--- src/rtl/spi_reg_slave_if.sv ---
// SPI pins and byte-wide register bus between the HPS SPI link responder and the
// median-filter register file.
interface spi_reg_slave_if #(
    parameter int unsigned ADDR_W = 7
);
    logic              spi_sclk;
    logic              spi_mosi;
    logic              spi_ss_n;
    logic              spi_miso;
    logic              spi_miso_oe;
    logic [ADDR_W-1:0] reg_addr;
    logic [7:0]        reg_wdata;
    logic              reg_we;
    logic              reg_re;
    logic [7:0]        reg_rdata;
    logic              busy;
    logic              frame_done;

    modport slave (
        input  spi_sclk, spi_mosi, spi_ss_n, reg_rdata,
        output spi_miso, spi_miso_oe, reg_addr, reg_wdata, reg_we, reg_re,
               busy, frame_done
    );

    modport master (
        output spi_sclk, spi_mosi, spi_ss_n, reg_rdata,
        input  spi_miso, spi_miso_oe, reg_addr, reg_wdata, reg_we, reg_re,
               busy, frame_done
    );
endinterface

--- src/rtl/spi_reg_slave.sv ---
// SPI mode-0 responder oversampled on the fabric clock: command byte {rw, addr}
// followed by auto-incrementing data bytes, bridged onto a byte-wide register bus.
module spi_reg_slave #(
    parameter int unsigned SYNC_STAGES = 2,
    parameter int unsigned ADDR_W      = 7
) (
    input logic             clk_clk,
    input logic             reset_reset,
    spi_reg_slave_if.slave  bus
);

    localparam int unsigned FLUSH_W = $clog2(SYNC_STAGES + 1);

    typedef enum logic [2:0] {
        DISARM,
        IDLE,
        CMD,
        WR,
        RD
    } state_t;

    logic [SYNC_STAGES-1:0] sclk_sync;
    logic [SYNC_STAGES-1:0] mosi_sync;
    logic [SYNC_STAGES-1:0] ss_sync;
    logic                   sclk_d;
    logic                   ss_d;
    logic [FLUSH_W-1:0]     flush_cnt;

    state_t      state;
    logic [2:0]  bit_cnt;
    logic [7:0]  rx_shift;
    logic [7:0]  tx_shift;
    logic        re_d;

    logic              miso_q;
    logic              miso_oe_q;
    logic [ADDR_W-1:0] addr_q;
    logic [7:0]        wdata_q;
    logic              we_q;
    logic              re_q;
    logic              busy_q;
    logic              frame_done_q;

    logic       sclk_s;
    logic       mosi_s;
    logic       ss_s;
    logic       sclk_rise;
    logic       sclk_fall;
    logic       ss_fall;
    logic       flushed;
    logic       byte_done;
    logic [7:0] rx_next;

    assign sclk_s    = sclk_sync[SYNC_STAGES-1];
    assign mosi_s    = mosi_sync[SYNC_STAGES-1];
    assign ss_s      = ss_sync[SYNC_STAGES-1];
    assign sclk_rise = sclk_s & ~sclk_d;
    assign sclk_fall = ~sclk_s & sclk_d;
    assign ss_fall   = ~ss_s & ss_d;
    assign rx_next   = {rx_shift[6:0], mosi_s};
    assign byte_done = sclk_rise & (bit_cnt == 3'd7);

    // Synchroniser chains hold their reset values right after reset, so ss_n
    // is not trusted until the chain has been refilled from the pin.
    assign flushed   = (flush_cnt == FLUSH_W'(SYNC_STAGES));

    always_ff @(posedge clk_clk) begin
        if (reset_reset) begin
            sclk_sync    <= '0;
            mosi_sync    <= '0;
            ss_sync      <= '1;
            sclk_d       <= 1'b0;
            ss_d         <= 1'b1;
            flush_cnt    <= '0;
            state        <= DISARM;
            bit_cnt      <= '0;
            rx_shift     <= '0;
            tx_shift     <= '0;
            re_d         <= 1'b0;
            miso_q       <= 1'b0;
            miso_oe_q    <= 1'b0;
            addr_q       <= '0;
            wdata_q      <= '0;
            we_q         <= 1'b0;
            re_q         <= 1'b0;
            busy_q       <= 1'b0;
            frame_done_q <= 1'b0;
        end else begin
            sclk_sync <= {sclk_sync[SYNC_STAGES-2:0], bus.spi_sclk};
            mosi_sync <= {mosi_sync[SYNC_STAGES-2:0], bus.spi_mosi};
            ss_sync   <= {ss_sync[SYNC_STAGES-2:0], bus.spi_ss_n};
            sclk_d    <= sclk_s;
            ss_d      <= ss_s;
            if (!flushed) begin
                flush_cnt <= flush_cnt + FLUSH_W'(1);
            end

            we_q         <= 1'b0;
            re_q         <= 1'b0;
            frame_done_q <= 1'b0;
            re_d         <= re_q;
            miso_q       <= tx_shift[7];
            miso_oe_q    <= ~ss_s & (state != DISARM);

            // Write address advances once the strobe has been presented.
            if (we_q) begin
                addr_q <= addr_q + ADDR_W'(1);
            end

            unique case (state)
                DISARM: begin
                    if (flushed && ss_s) begin
                        state <= IDLE;
                    end
                end
                IDLE: begin
                    if (ss_fall) begin
                        state    <= CMD;
                        busy_q   <= 1'b1;
                        bit_cnt  <= '0;
                        rx_shift <= '0;
                        tx_shift <= '0;
                    end
                end
                CMD, WR, RD: begin
                    // ss_n high takes priority over a coincident sclk edge.
                    if (ss_s) begin
                        state        <= IDLE;
                        busy_q       <= 1'b0;
                        frame_done_q <= (state != CMD);
                        bit_cnt      <= '0;
                        tx_shift     <= '0;
                    end else begin
                        if (sclk_rise) begin
                            rx_shift <= rx_next;
                            bit_cnt  <= bit_cnt + 3'd1;
                        end
                        if (byte_done) begin
                            if (state == CMD) begin
                                addr_q <= rx_next[ADDR_W-1:0];
                                if (rx_next[7]) begin
                                    state <= RD;
                                    re_q  <= 1'b1;
                                end else begin
                                    state <= WR;
                                end
                            end else if (state == WR) begin
                                wdata_q <= rx_next;
                                we_q    <= 1'b1;
                            end else begin
                                addr_q <= addr_q + ADDR_W'(1);
                                re_q   <= 1'b1;
                            end
                        end
                        // Byte boundary falling edge (bit_cnt 0) keeps the freshly loaded MSB.
                        if (state == RD) begin
                            if (re_d) begin
                                tx_shift <= bus.reg_rdata;
                            end else if (sclk_fall && (bit_cnt != 3'd0)) begin
                                tx_shift <= {tx_shift[6:0], 1'b0};
                            end
                        end
                    end
                end
                default: begin
                    state <= DISARM;
                end
            endcase
        end
    end

    assign bus.spi_miso    = miso_q;
    assign bus.spi_miso_oe = miso_oe_q;
    assign bus.reg_addr    = addr_q;
    assign bus.reg_wdata   = wdata_q;
    assign bus.reg_we      = we_q;
    assign bus.reg_re      = re_q;
    assign bus.busy        = busy_q;
    assign bus.frame_done  = frame_done_q;

endmodule

--- src/flat_wrapper.sv ---
// flat-port wrapper written by rule: the top's interface ports become plain ports
module spi_reg_slave_flat 
#(
    parameter int unsigned SYNC_STAGES = 2,
    parameter int unsigned ADDR_W      = 7
)
  (clk_clk, reset_reset, bus_spi_sclk, bus_spi_mosi, bus_spi_ss_n, bus_reg_rdata, bus_spi_miso, bus_spi_miso_oe, bus_reg_addr, bus_reg_wdata, bus_reg_we, bus_reg_re, bus_busy, bus_frame_done);
  spi_reg_slave_if #(.ADDR_W(ADDR_W)) bus_i ();
  input logic clk_clk;
  input logic reset_reset;
  input wire logic [$bits(bus_i.spi_sclk)-1:0] bus_spi_sclk;
  input wire logic [$bits(bus_i.spi_mosi)-1:0] bus_spi_mosi;
  input wire logic [$bits(bus_i.spi_ss_n)-1:0] bus_spi_ss_n;
  input wire logic [$bits(bus_i.reg_rdata)-1:0] bus_reg_rdata;
  output wire logic [$bits(bus_i.spi_miso)-1:0] bus_spi_miso;
  output wire logic [$bits(bus_i.spi_miso_oe)-1:0] bus_spi_miso_oe;
  output wire logic [$bits(bus_i.reg_addr)-1:0] bus_reg_addr;
  output wire logic [$bits(bus_i.reg_wdata)-1:0] bus_reg_wdata;
  output wire logic [$bits(bus_i.reg_we)-1:0] bus_reg_we;
  output wire logic [$bits(bus_i.reg_re)-1:0] bus_reg_re;
  output wire logic [$bits(bus_i.busy)-1:0] bus_busy;
  output wire logic [$bits(bus_i.frame_done)-1:0] bus_frame_done;
  assign bus_i.spi_sclk = bus_spi_sclk;
  assign bus_i.spi_mosi = bus_spi_mosi;
  assign bus_i.spi_ss_n = bus_spi_ss_n;
  assign bus_i.reg_rdata = bus_reg_rdata;
  assign bus_spi_miso = bus_i.spi_miso;
  assign bus_spi_miso_oe = bus_i.spi_miso_oe;
  assign bus_reg_addr = bus_i.reg_addr;
  assign bus_reg_wdata = bus_i.reg_wdata;
  assign bus_reg_we = bus_i.reg_we;
  assign bus_reg_re = bus_i.reg_re;
  assign bus_busy = bus_i.busy;
  assign bus_frame_done = bus_i.frame_done;
  spi_reg_slave #(.SYNC_STAGES(SYNC_STAGES), .ADDR_W(ADDR_W)) u_core (.clk_clk(clk_clk), .reset_reset(reset_reset), .bus(bus_i));
endmodule
--- config.mk ---
export PLATFORM = sky130hd
export DESIGN_NAME = spi_reg_slave_flat
export DESIGN_NICKNAME = d
export VERILOG_FILES = /design/src/rtl/spi_reg_slave_if.sv /design/src/rtl/spi_reg_slave.sv /design/src/flat_wrapper.sv
export SDC_FILE = /design/constraint.sdc
export NUM_CORES = 1
export LEC_CHECK = 0
export ABC_AREA = 1
export CORE_MARGIN = 5
export CORE_UTILIZATION = 50
export DETAILED_ROUTE_END_ITERATION = 8
export DONT_BUFFER_PORTS = 1
export PLACE_DENSITY = 0.74
export SETUP_SLACK_MARGIN = 0.15
export SLEW_MARGIN = 20
export SYNTH_ARGS = -nofsm -noshare
export SYNTH_HDL_FRONTEND = slang
export SYNTH_SLANG_ARGS = --single-unit
--- constraint.sdc ---
create_clock -name clk_clk -period 2.05 [get_ports clk_clk]
set_clock_uncertainty 0.2 [all_clocks]
set_input_delay 0.41 -clock clk_clk [delete_from_list [all_inputs] [get_ports clk_clk]]
set_output_delay 0.41 -clock clk_clk [all_outputs]
set_load 0.05 [all_outputs]
# Yosys cells after proc, flatten, opt, wreduce, memory -nomap -nowiden
# Index checks and enable logic that the tools add are counted.
[word_totals]
output_inout_bits = 21
ram_bits = 0
mem_count = 0
regBits = 53
romBits = 0
input_bits = 13
latch_bits = 0
[classes]
muxes = 33
n_shift = 0
n_eq_ne = 17
bitwise = 11
reduce_logical = 16
n_lt_le_gt_ge = 0
n_addsub = 3
div_mod_pow = 0
multipliers = 0
[ops]
columns = ["op", "count"]
rows = [
  ["7-bit two-way mux", 8],
  ["8-bit two-way mux", 5],
  ["3-bit two-way mux", 9],
  ["8-bit case mux with 2 select lines", 1],
  ["7-bit case mux with 2 select lines", 1],
  ["3-bit by 1-bit inequality test with 1-bit output (second input constant)", 4],
  ["4-bit AND reduction", 3],
  ["3-bit case mux with 3 select lines", 1],
  ["2-bit by 1-bit inequality test with 1-bit output (second input constant)", 4],
  ["7-bit by 1-bit adder with 7-bit output (second input constant)", 1],
  ["3-bit by 2-bit equality test with 1-bit output (second input constant)", 2],
  ["3-bit equality test (second input constant)", 2],
  ["1-bit two-way mux", 6],
  ["1-bit inverter", 6],
  ["3-bit case mux with 2 select lines", 1],
  ["3-bit AND reduction", 2],
  ["3-bit nonzero test", 2],
  ["3-bit OR reduction", 2],
  ["1-bit bitwise AND", 5],
  ["5-bit AND reduction", 1],
  ["5-bit OR reduction", 1],
  ["4-bit by 1-bit inequality test with 1-bit output (second input constant)", 1],
  ["4-bit OR reduction", 1],
  ["3-bit by 1-bit adder with 3-bit output (second input constant)", 1],
  ["9 further kinds", 10],
]

# Depth between registers and ports, before layout
# Gate-level depths: netlist (run 1).
[logic_depth]
ltp_word = 8
ltp_mapped = 11
mapped_depth_nobuf = 10

# Least setup slack after synthesis (run 1)
# Ideal clock, no wire load.
[synth_timing]
path_kind = "reg-to-reg"
start = "register u_core.addr_q[0] (netlist: u_core.bus.reg_addr[0])"
end = "register u_core.addr_q[6] (netlist: u_core.bus.reg_addr[6])"
setup_ps = 117
slack_ps = 188
arrival_ps = 1545
stages_incl_launch_ff = 9
path_cell_list = "dfxtp_1 ha_1 nand2_1 nor2_1 nand3_1 nand3_1 nand3_1 nand2_1 a21oi_1"
[synth_via]
elab_chain_len = 7
[synth_rtl]
columns = ["item", "line", "text"]
rows = [
  ["from (decl)", "spi_reg_slave.sv:37", "logic [ADDR_W-1:0] addr_q;"],
  ["from (signal assigned)", "spi_reg_slave.sv:107", "addr_q <= addr_q + ADDR_W'(1);"],
  ["from (signal assigned)", "spi_reg_slave.sv:140", "addr_q <= rx_next[ADDR_W-1:0];"],
  ["from (signal assigned)", "spi_reg_slave.sv:151", "addr_q <= addr_q + ADDR_W'(1);"],
  ["7-bit by 1-bit adder with 7-bit output (*)", "spi_reg_slave.sv:107, spi_reg_slave.sv:151", ""],
  ["7-bit two-way mux", "spi_reg_slave.sv:106", "if (we_q) begin"],
  ["7-bit two-way mux", "spi_reg_slave.sv:147", "end else if (state == WR) begin"],
  ["7-bit two-way mux", "spi_reg_slave.sv:139", "if (state == CMD) begin"],
  ["7-bit two-way mux", "spi_reg_slave.sv:138", "if (byte_done) begin"],
  ["7-bit two-way mux", "spi_reg_slave.sv:127", "if (ss_s) begin"],
  ["7-bit two-way mux (*)", "spi_reg_slave.sv:110", "unique case (state)"],
]
# Mark *: on every way between the ends. The rest lies on a longest branch, timed or not.
# A chain may end at the register's enable or synchronous reset.

# Worst setup path in the final report (run 1)
[layout_timing]
start = "register u_core.state[1]"
end = "register u_core.bit_cnt[2]"
[layout_via]
elab_chain_len = 4
elab_cells_between_ends = 10
[layout_rtl]
columns = ["item", "line", "text"]
rows = [
  ["from (decl)", "spi_reg_slave.sv:29", "state_t state;"],
  ["from (signal assigned)", "spi_reg_slave.sv:75", "state <= DISARM;"],
  ["from (signal assigned)", "spi_reg_slave.sv:113", "state <= IDLE;"],
  ["from (signal assigned)", "spi_reg_slave.sv:118", "state <= CMD;"],
  ["3-bit equality test / 3-bit by 2-bit equality test with 1-bit output (equally long branches)", "spi_reg_slave.sv:110", ""],
  ["3-bit OR reduction", "spi_reg_slave.sv:110", ""],
  ["3-bit by 1-bit inequality test with 1-bit output (no source line) / 2-bit nonzero test (equally long branches)", "n/a", ""],
  ["3-bit AND reduction (no source line)", "n/a", ""],
  ["to (signal assigned)", "spi_reg_slave.sv:136", "bit_cnt <= bit_cnt + 3'd1;"],
  ["to (decl)", "spi_reg_slave.sv:30", "logic [2:0] bit_cnt;"],
]
# Parallel ways exist; a longest one is shown, timed or not.

==> results of run 1 <==
[flip-flops by register name (all words and copies together) (netlist names), 2 cells and up]
| name | cells |
|---|---|
| u_core.bus.reg_addr | 7 |
| u_core.bit_cnt | 3 |
| u_core.mosi_sync | 2 |
| u_core.tx_shift | 8 |
| u_core.bus.reg_wdata | 8 |
| u_core.rx_shift | 7 |
| u_core.state | 3 |
| u_core.sclk_sync | 2 |
| u_core.ss_sync | 2 |
| u_core.flush_cnt | 2 |
[layer usage]
metal  routed length [µm]  vias up
met1                 2530     1073
met5                    0        -
met4                   94        0
met3                  442        9
met2                 2730       50
li1                     -     1251
[cell type report]
cell class	count	area share
multi-input combinational	282	0.456
sequential	53	0.365
timing repair buffer	23	0.0705
inverter	37	0.0486
tap	70	0.0301
clock buffer	5	0.0236
clock inverter	3	0.00602
[final timing paths]
| kind | end | slack (ps) | cells past startpoint |
|---|---|---|---|
| worst min-delay path | u_core.tx_shift[0] | 120 | 4 |
| worst min register to register | u_core.ss_sync[1] | 220 | 1 |
| worst max-delay path | u_core.bit_cnt[2] | 330 | 7 |
| worst max register to register | u_core.bit_cnt[2] | 330 | 7 |
[power groups by stage]
stage	combinational (mW)	clock, mW	sequential [mW]
CTS	0.928	0.589	1.30
floorplan	0.779	0	1.29
global route	1.15	0.644	1.32
finish	1.01	0.572	1.30
global placement	0.879	0	1.31
detailed placement	0.906	0	1.32
[placed cells by master (no fill, tap or decap), drive strengths merged, types with 5 or more instances in the layout]
cell         Yosys  final
nand2          124    124
ha               5      5
dlygate4sd3      0      6
buf              4     16
o21ai           18     18
inv             37     37
nand4            5      5
clkbuf           5      5
dfxtp           53     53
a21oi           26     26
nor2            61     61
nand3           33     33
[critical path, stage by stage, from the launching register on]
cell     delay, ps
dfxtp_1        460
nor2_1         110
inv_1          100
nand2_2        100
nor2_4         230
buf_4          220
nand4_1        110
a21oi_1        130
[what timing repair did]
action	4_1_cts	5_1_grt
gates resized for setup	0	5
endpoints found under the hold margin	26	0
endpoints found under the setup margin	0	15
setup buffers	0	3
hold buffers	7	0
[per-stage QoR]
stage / setup WS (ps) / cells / power, mW / hold WS [ps] / cell area [µm²]
floorplan: 188 / 381 / 2.07 / 188 / 2580
global placement: 284 / 455 / 2.19 / 189 / 2710
detailed placement: 218 / 455 / 2.23 / 193 / 2710
CTS: 171 / 470 / 2.81 / 110 / 2860
global route: 157 / 473 / 3.11 / 150 / 2910
finish: 333 / 473 / 2.88 / 118 / 2910
[cells by family after synthesis]
| kind of cell | Yosys count | share of synthesized area |
|---|---|---|
| buf+inv | 46 | 0.0758 |
| simple gates | 229 | 0.389 |
| fa+ha+maj | 5 | 0.0243 |
| compound gates | 47 | 0.0957 |
| xor+xnor | 1 | 0.00340 |
| flops | 53 | 0.412 |
==> impl_metrics.yaml, run 1 <==
outcome:
  status: "finished clean"
detailed_routing:
  via_per_inst: 5.04
  dr.pass1.iters: 4
  routed-via-count: 2383
  drtIter0Drc: 149
  drc: 0
  drtAntennaViolNets: 0
  drt_wl_total_mm: 5.80
  wire_per_inst_um: 12.3
placed_design:
  io_buffers: 0
  place_congestion: 0.904
  dp.final_hpwl_mm: 4.12
layout:
  drive_above_1_share: 0.132
  multi_input_area_um2: 1330
  antenna_cells: 0
  post-route-util: 0.577
  seqCellArea_um2: 1060
  fill_cells: 489
  fin_nets: 420
  syn_to_final_growth_pct: 13.0
clock_network:
  path_clk_slew_ps: 90
  cts_tree: "done"
  htree_levels: 2
  cts_max_path_buffers: 2
  clockRootBuffer: "clkbuf_8"
  cts_buffers: 5
  clock_latency_ps: 320
  cts.sinks: 53
power_and_ir_drop:
  pwr-share-comb: 0.351
  cellPowerDensity_nw_per_um2: 989
  total_leakage_power_nw: 1.30
  pwr-share-seq: 0.451
  netSwitchingFraction: 0.389
  p_clk_frac: 0.199
  p_sw_mw: 1.12
  internal_power_mw: 1.76
  ir_drop_v: 0.000612
logic_synthesis:
  syn-num-nets: 399
  syn_area_um2: 2580
  yosysMostFrequentCell: "nand2_1"
  synth.area.top_cells: "dfxtp_1 (41%), nand2_1 (17%), nor2_1 (8.0%)"
  yosys-top-cells-count: "nand2_1 (118), nor2_1 (55), dfxtp_1 (53)"
  synth.avg_cell_area_um2: 6.76
  synthFlopType: "dfxtp_1"
  ys_async_sr_fraction: 0
  synth_top_area_frac: 0.412
  synth_edf_count: 0
  syn_inst: 381
  ys_seq_elements: 53
  netlist-cell-type-count: 28
  yosysWarnings: 0
  yosysSeqAreaShare: 0.412
  synth_top_area_cell: "dfxtp_1"
die:
  die_y_um: 81.8
  fp.dieArea_um2: 6690
  core_area_um2: 5040
  die_w_um: 81.8
  ios: 34
  fp-row-count: 26
  start_util: 0.511
global_route:
  track_usage: 0.189
  grt_use_met3: 0.0625
  grt_antenna_before_repair: 0
  use_met2: 0.311
  use_met1: 0.225
  top_usage_layer: "met2"
  grt_max_degree: 25
  grt_pass1_wl_mm: 9.74
  grt_pass1_vias: 2218
  grt_overflow: 0
run:
  drv_cap: 0
timing:
  fmaxAchievable_ghz: 0.583
  fin_setup_tns_ps: 0
  final_hold_viol_count: 0
  tightest_slew_ps: 810
  maxSlewViolCount: 0
  slew_headroom: 0.460
  grt_setup_unrepaired: "false"
  finalSetupViolCount: 0
  fin_crit_sh: 0.837
  final.min_clock_period_ps: 1720
critical_path:
  crit_start: "u_core.state[1]"
  endpoint_kind: "register"
  start_kind: "register"
  cp_max_fo: 10
  crit_arrival_ps: 1750
  reg2reg_from: "u_core.state[1]"
  critPathKind: "register to register"
  required_ps: 2090
min_path:
  worstHoldStart: "bus_reg_rdata[0]"
  min_path_type: "input port to register"
Power figures use the tool's default switching activity.
==> run 2, diff against run 1 <==
--- a/config.mk
+++ b/config.mk
@@ -10,7 +10,7 @@
 export CORE_UTILIZATION = 50
 export DETAILED_ROUTE_END_ITERATION = 8
 export DONT_BUFFER_PORTS = 1
-export PLACE_DENSITY = 0.74
+export PLACE_DENSITY = 0.77
 export SETUP_SLACK_MARGIN = 0.15
 export SLEW_MARGIN = 20
 export SYNTH_ARGS = -nofsm -noshare
==> constraint.sdc (replaced) <==
create_clock -name clk_clk -period 1.52 [get_ports clk_clk]
set_clock_uncertainty 0.2 [all_clocks]
set_input_delay 0.304 -clock clk_clk [delete_from_list [all_inputs] [get_ports clk_clk]]
set_output_delay 0.304 -clock clk_clk [all_outputs]
set_load 0.05 [all_outputs]
==> impl_metrics.yaml, run 2 (synthesis gave the netlist of run 1 again) <==
die:
  fp.dieArea_um2: 6690
  die_y_um: 81.8
  core_area_um2: 5040
  start_util: 0.511
  fp-row-count: 26
  die_w_um: 81.8
  ios: 34
critical_path:
  ff2ff_setup_slack_ps: -150
  ff2ff_path_depth: 7
  cp_max_fo: 7
  required_ps: 1570
  start_kind: "register"
  crit_arrival_ps: 1720
  reg2reg_from: "u_core.bit_cnt[0]"
  critPathKind: "register to register"
  endpoint_kind: "register"
  reg2reg_to: "u_core.bus.reg_wdata[4]"
global_route:
  grt_pass1_wl_mm: 11.3
  grt_antenna_before_repair: 0
  grt_pass1_vias: 2538
  grt_overflow: 0
  grt_max_degree: 30
  track_usage: 0.214
placed_design:
  dp.final_hpwl_mm: 4.17
  place_congestion: 0.871
  io_buffers: 0
power_and_ir_drop:
  pwr-share-comb: 0.465
  pwr-share-seq: 0.344
  ir_drop_v: 0.00116
  p_sw_mw: 2.05
  internal_power_mw: 3.03
  cellPowerDensity_nw_per_um2: 1300
  total_leakage_power_nw: 1.62
  p_clk_frac: 0.191
  netSwitchingFraction: 0.404
clock_network:
  path_clk_slew_ps: 110
  ctsHoldBuffers: 6
  cts.sinks: 53
  htree_levels: 2
  clock_latency_ps: 310
  cts_tree: "done"
  cts_max_path_buffers: 2
  cts_buffers: 5
  clockRootBuffer: "clkbuf_8"
layout:
  fin_nets: 456
  layout_commonest_cell: "nand2_1"
  final_cell_mix: "nand2_1 (85), nor2_1 (49), dfxtp_1 (31), nand2_2 (27), buf_4 (26)"
  fill_cells: 321
  drive_above_1_share: 0.458
  syn_to_final_growth_pct: 51.1
  post-route-util: 0.772
  antenna_cells: 0
timing:
  finalSetupViolCount: 37
  tightest_slew_ps: 570
  maxSlewViolCount: 0
  fin_ws_ps: -149
  fin_crit_sh: 1.10
  final_hold_viol_count: 22
  grt_setup_unrepaired: "true"
  fin_setup_tns_ps: -2910
  final.min_clock_period_ps: 1670
  fin_hold_ws_ps: -170
  slew_headroom: 0.620
  fmaxAchievable_ghz: 0.599
run:
  drv_cap: 0
detailed_routing:
  drtAntennaViolNets: 0
  drt_wl_total_mm: 8.40
  routed-via-count: 2813
  wire_per_inst_um: 16.5
  dr.pass1.iters: 5
  via_per_inst: 5.53
  drc: 0
  drtIter0Drc: 214
outcome:
  violations: "negative hold slack, negative setup slack"
  status: "complete, but fails checks"
min_path:
  min_path_type: "input port to register"
  holdPathEnd: "u_core.bus.reg_addr[1]"
  worstHoldStart: "reset_reset"
  whs_path_depth: 1
==> run 2: worst max path at each step <==
stage                                 start                 endpoint  slack, ps  depth (start not counted)
after global routing      u_core.bit_cnt[0]  u_core.bus.reg_wdata[6]       -210                          7
after floorplan           u_core.bit_cnt[1]  u_core.bus.reg_wdata[0]         30                          7
after global placement    u_core.bit_cnt[1]        u_core.bus.reg_re        -90                          8
final                     u_core.bit_cnt[0]  u_core.bus.reg_wdata[4]       -150                          7
after CTS                 u_core.bit_cnt[1]  u_core.bus.reg_wdata[7]        -50                          7
after detailed placement  u_core.bit_cnt[1]        u_core.bus.reg_re       -110                          8
==> run 2: per-layer routing <==
| layer | track usage | vias to the layer above | share of wire |
|---|---|---|---|
| li1 | - | 1325 | - |
| met1 | 0.240 | 1309 | 0.39 |
| met2 | 0.402 | 142 | 0.50 |
| met3 | 0.0406 | 37 | 0.062 |
| met4 | 0.0714 | 0 | 0.040 |
| met5 | 0 | - | 0 |
==> run 2: layout make-up <==
type                    count  area [µm²]  share of cell area
multi-input cells         282        1780               0.457
repair buffers             59         626               0.161
well taps                  70        87.6              0.0225
clock buffers               6        72.6              0.0186
flip-flops and latches     53        1120               0.288
inverters                  37         166              0.0428
clock inverters             2        38.8             0.00996
==> run 2: repair_timing <==
item	in CTS	in global routing
gates resized for setup	113	68
endpoints found under the setup margin	54	53
endpoints found under the hold margin	27	22
pin swaps	22	25
setup buffers	8	7
gates cloned	1	1
==> run 2: critical path, cell delays in order (launching register included) <==
cell	delay [ps]
dfxtp_4	390
ha_4	140
ha_4	140
nand3_4	90
nor3_4	230
buf_6	190
o21ai_2	80
nor2_1	150
==> run 2: per-stage QoR <==
step / area (µm²) / total power, mW / hold slack, ps / instances / setup WS [ps]
3_3_place_gp: 2970 / 3.18 / 174 / 478 / -87.4
3_5_place_dp: 2970 / 3.21 / 173 / 478 / -106
5_1_grt: 3890 / 5.30 / -177 / 509 / -209
4_1_cts: 3580 / 4.54 / -159 / 501 / -53.4
2_1_floorplan: 2650 / 2.85 / 188 / 381 / 25.7
6_report: 3890 / 5.07 / -170 / 509 / -149
==> run 2: power by group through the flow <==
stage / Combinational [mW] / Clock [mW] / Sequential, mW
detailed placement: 1.47 / 0 / 1.74
floorplan: 1.09 / 0 / 1.76
global route: 2.51 / 1.03 / 1.76
finish: 2.36 / 0.969 / 1.75
CTS: 1.84 / 0.970 / 1.73
global placement: 1.44 / 0 / 1.73
==> run 3, diff against run 2 <==
--- a/config.mk
+++ b/config.mk
@@ -8,6 +8,8 @@
 export ABC_AREA = 1
 export CORE_MARGIN = 5
 export CORE_UTILIZATION = 50
+export CTS_CLUSTER_DIAMETER = 80
+export CTS_CLUSTER_SIZE = 25
 export DETAILED_ROUTE_END_ITERATION = 8
 export DONT_BUFFER_PORTS = 1
 export PLACE_DENSITY = 0.77
==> results of run 3 <==
Same layout as run 2: the final DEF is identical, and so are final timing and power.
